--- src/rtl/bch_syndrome_calc.sv ---
// Bit-serial BCH syndrome generator over GF(2^13): computes S1..S2T of a received word, MSB first.
// Optional `BCH_SYND_ZERO_DETECT_EN adds a registered no_error flag alongside synd.
module bch_syndrome_calc #(
    parameter int T = 4,
    parameter int N = 8191
) (
    input  logic                clk,
    input  logic                rst,
    input  logic                din_valid,
    input  logic                din,
    output logic                din_ready,
    output logic [2*T*13-1:0]   synd,
    output logic                synd_valid,
    input  logic                synd_ready,
    output logic                overrun
`ifdef BCH_SYND_ZERO_DETECT_EN
    ,
    output logic                no_error
`endif
);
    localparam int M = 13;
    localparam int NS = 2 * T;
    localparam logic [M-1:0] LAST = M'(N - 1);
    localparam logic [M-1:0] POLY_LOW = 13'h001B;

    // Handshake: a bit transfers on din_valid & din_ready; a syndrome set transfers on
    // synd_valid & synd_ready. synd/synd_valid are held while valid and not ready.

    typedef enum logic {IDLE, ACCUM} state_t;

    state_t                 state;
    logic [M-1:0]           cnt;
    logic [NS-1:0][M-1:0]   acc;
    logic [NS-1:0][M-1:0]   acc_next;
    logic                   accept;
    logic                   frame_done;

    // Multiply by alpha^p for a constant p: unrolls into a fixed XOR network.
    function automatic logic [M-1:0] mul_alpha_pow(input logic [M-1:0] v, input int p);
        logic [M-1:0] r;
        r = v;
        for (int k = 0; k < p; k++) begin
            r = {r[M-2:0], 1'b0} ^ (r[M-1] ? POLY_LOW : '0);
        end
        return r;
    endfunction

    assign din_ready  = 1'b1;
    assign accept     = din_valid & din_ready;
    assign frame_done = (cnt == LAST);

    // Horner step: in IDLE the accumulators are known zero, so start from zero.
    always_comb begin
        acc_next = '0;
        for (int j = 0; j < NS; j++) begin
            acc_next[j] = mul_alpha_pow((state == IDLE) ? '0 : acc[j], j + 1) ^ M'(din);
        end
    end

    always_ff @(posedge clk) begin
        if (rst) begin
            state      <= IDLE;
            cnt        <= '0;
            acc        <= '0;
            synd       <= '0;
            synd_valid <= 1'b0;
            overrun    <= 1'b0;
`ifdef BCH_SYND_ZERO_DETECT_EN
            no_error   <= 1'b0;
`endif
        end else begin
            if (synd_valid && synd_ready) begin
                synd_valid <= 1'b0;
            end
            if (accept) begin
                if (frame_done) begin
                    // A completing frame wins over the handshake and may overwrite unread results.
                    state      <= IDLE;
                    cnt        <= '0;
                    acc        <= '0;
                    synd       <= acc_next;
                    synd_valid <= 1'b1;
                    if (synd_valid && !synd_ready) begin
                        overrun <= 1'b1;
                    end
`ifdef BCH_SYND_ZERO_DETECT_EN
                    no_error   <= (acc_next == '0);
`endif
                end else begin
                    state <= ACCUM;
                    cnt   <= cnt + M'(1);
                    acc   <= acc_next;
                end
            end
        end
    end
endmodule

--- config.mk ---
export PLATFORM = sky130hd
export DESIGN_NAME = bch_syndrome_calc
export DESIGN_NICKNAME = d
export VERILOG_FILES = /design/src/rtl/bch_syndrome_calc.sv
export SDC_FILE = /design/constraint.sdc
export NUM_CORES = 1
export LEC_CHECK = 0
export ABC_AREA = 0
export CELL_PAD_IN_SITES_DETAIL_PLACEMENT = 1
export CELL_PAD_IN_SITES_GLOBAL_PLACEMENT = 2
export CORE_MARGIN = 2
export CORE_UTILIZATION = 37
export CTS_BUF_LIST = sky130_fd_sc_hd__clkbuf_4
export DETAILED_ROUTE_END_ITERATION = 8
export HOLD_SLACK_MARGIN = 0.02
export PLACE_DENSITY = 0.9
export SLEW_MARGIN = 20
export SYNTH_ARGS = -nofsm -noshare
export SYNTH_HDL_FRONTEND = slang
export SYNTH_SLANG_ARGS = --single-unit
--- constraint.sdc ---
create_clock -name clk -period 6.34 [get_ports clk]
set_clock_uncertainty 0.2 [all_clocks]
set_input_delay 1.268 -clock clk [delete_from_list [all_inputs] [get_ports clk]]
set_output_delay 1.268 -clock clk [all_outputs]
set_load 0.03 [all_outputs]
==> impl_results.md <==
- Status: finished clean
- Routed len/inst: 15.6 um
- Overflow after GRT: 0
- DP Wirelength: 13400 um
- Drt via density: 5.02
- Critical Path Stages: 6
- Area of placed instances: 0.00981 mm^2
- # IOs: 112
- Worst path slowest cell: buf_4
- Final instance area: 0.0106 mm^2
- Clk sink count: 224
- Critical Path Start: din_valid
- Worst-skew pair later-pin latency: 0.69 ns
- Critical path buffer and inverter count: 2
- Routed Antenna Nets: 0
- Worst Path Required: 6.71 ns
- Reg2reg start: cnt[0]
- CP Class: in -> reg
- Setup Fix Bufs, Post-CTS: 0
- Reg2Reg Capture Point: synd[95]
- GR Util All Layers: 0.182
- Syn Nets: 976
- Post-CTS Resized: 0
- DRC Markers: 0
- IO buf count: 110
- DIE HEIGHT: 156 um
- Worst-path cell chain: clkdlybuf4s50_1, nand2_1, nor4_4, buf_4, nand2b_1, o21ai_0
- CP max stage delay: 0.76 ns
- Vias in the first global route: 7277
- Hold Buf Count CTS: 0
- Final nets: 1080
- Largest net degree at the start of global routing: 102
- Unrepaired setup endpoints after global routing: no
- Pleak: 0.00390 uW
- Post-synth top flop: dfxtp_1
- Starting DRT DRC Count: 256
- Total power per unit cell area: 259 mW/mm^2
- CP max FO: 90
- Die Area: 0.0243 mm^2
- EDFF count, synth: 0
- Post-synth top area share: 0.524
- Yosys reg bits: 224
- First-pass GRT wire length: 36500 um
- Share of cells above drive strength 1: 0.0978
- Initial Util: 0.378
- Most frequent cell after synthesis: dfxtp_1
- Htree depth: 2
- CP endpoint: synd[95]
- Drt first pass iters: 4
- Worst endpoint data arrival time: 3.96 ns
- Root buf cell: clkbuf_4
- CP Capture Type: register
- Max VDD drop: 0.120 mV
- Sequential area share after synthesis: 0.524
- Crit-path leading delay family: buffers and inverters
- Total wire length: 21900 um
- Ys async rst share: 0
- Antenna violations before repair: 1
- Setup-failing EPs final: 0
- Area Growth Syn to Fin: 23.9%
- Vias: 7032
- Yosys cell types: 29
- Tmin final: 3.59 ns
- Reg2Reg Depth: 7
- RePlAce Congestion: 0.735
- Chip Width: 156 um
- Row cnt: 55
- Hold Crit Class: reg -> reg
- Clock Tree Buf Depth: 3
- Synth area leaders: dfxtp_1 52%, nand2_1 9.0%, xor2_1 6.5%
- Fin crit share: 0.566
- Core Area: 0.0226 mm^2
- Clock slew at reported path FFs: 0.06 ns
- Final-report max-slew violation count: 0
- Power Total: 2750 uW
- CTS tree: done
- TNS Setup: 0 ns
- Startpoint types: primary input
- Final Hold Violating Endpoints: 0
- Netlist Area Pre-Place: 0.00855 mm^2
- Max cap viols: 0
- Yosys warns: 0
- Synth top cells by count: 224 x dfxtp_1, 205 x nand2_1, 84 x a21oi_1, 84 x nand3_1, 70 x o21ai_0
- Cell accounting for the most synthesized area: dfxtp_1
- Tightest Pin Transition: 0.991 ns
- Cts bufs inserted: 58
- R2R setup slack: 3.25 ns
- Achievable frequency: 0.279 GHz
- Slew headroom: 0.339
- Synth Instances: 969
- Syn avg cell area: 8.82 um^2
[worst min-delay path by stage]
stage	from	endpoint	slack, ns	depth (start not counted)
2_1_floorplan	acc[0]	acc[0]	0.23	2
3_3_place_gp	synd[66]	synd[66]	0.24	2
3_5_place_dp	synd[81]	synd[81]	0.24	2
4_1_cts	synd[28]	synd[28]	0.26	2
5_1_grt	synd[64]	synd[64]	0.27	2
6_report	synd[28]	synd[28]	0.25	2
[layer usage]
layer | vias up | wire length (um) | part of all wire | track usage
met5 | - | 0 | 0 | 0
met3 | 36 | 918 | 0.042 | 0.0400
met1 | 3365 | 10600 | 0.48 | 0.245
met4 | 0 | 378 | 0.017 | 0.0572
met2 | 143 | 10000 | 0.46 | 0.292
li1 | 3488 | - | - | -
[per-stage QoR]
step / worst slack (ns) / util / instances / hold slack [ns]
floorplan: 3.49 / - / 969 / 0.234
global placement: 2.18 / 0.432 / 1295 / 0.239
detailed placement: 2.08 / 0.433 / 1296 / 0.244
CTS: 2.84 / 0.466 / 1398 / 0.256
global route: 2.52 / 0.468 / 1401 / 0.275
finish: 2.75 / 0.468 / 1401 / 0.250
[flip-flops by register name, indices dropped and copies added, names as in the netlist]
register    cells
state           1
acc           104
synd          104
overrun         1
synd_valid      1
cnt            13
[layout by cell type, fill, tap and decap left out, drive strengths merged]
master         instances
a21oi                 84
a22o                  49
buf                   10
bufinv                 1
clkbuf                87
clkdlybuf4s50        109
clkinv                12
conb                   1
dfxtp                224
diode                  1
ha                     2
inv                   12
mux2i                  6
nand2                205
nand2b                 5
nand3                 84
nand3b                15
nand4                  4
nor2                  19
nor2b                  7
nor3                   3
nor4                   3
o21ai                 70
o21ba                  1
o41ai                  1
or4                    1
xnor2                 37
xor2                  63
[cells by family (layout without fill, tap and decap cells)]
kind of cell / Yosys count / count (layout) / synth area share
multiplexers: 6 / 6 / 0.00702
other: 1 / 2 / 0.000439
AO/OA/AOI/OAI: 205 / 205 / 0.143
adder cells (fa/ha/maj): 2 / 2 / 0.00293
buffers and inverters: 85 / 231 / 0.0394
XOR/XNOR: 100 / 100 / 0.102
AND/OR/NAND/NOR: 346 / 346 / 0.180
flip-flops: 224 / 224 / 0.524
[worst min-delay path, cell delays in order, from the launching register on]
cell and delay (ns):
dfxtp_1 0.30, nand2_1 0.05, a21oi_1 0.05
[power by group]
group	switching, uW	total [uW]	internal (uW)
clock	586	1250	663
combinational	52.6	71.4	18.8
sequential	13.9	1430	1410
[final cells by class]
class,instances,area [um^2]
fill,2655,12100
sequential,224,4490
multi-input combinational,660,3760
timing repair buffer,119,1210
clock buffer,87,653
tap,285,357
clock inverter,15,83.8
inverter,10,37.5
antenna,1,2.50
No activity file was read; power rests on OpenSTA's default activity.
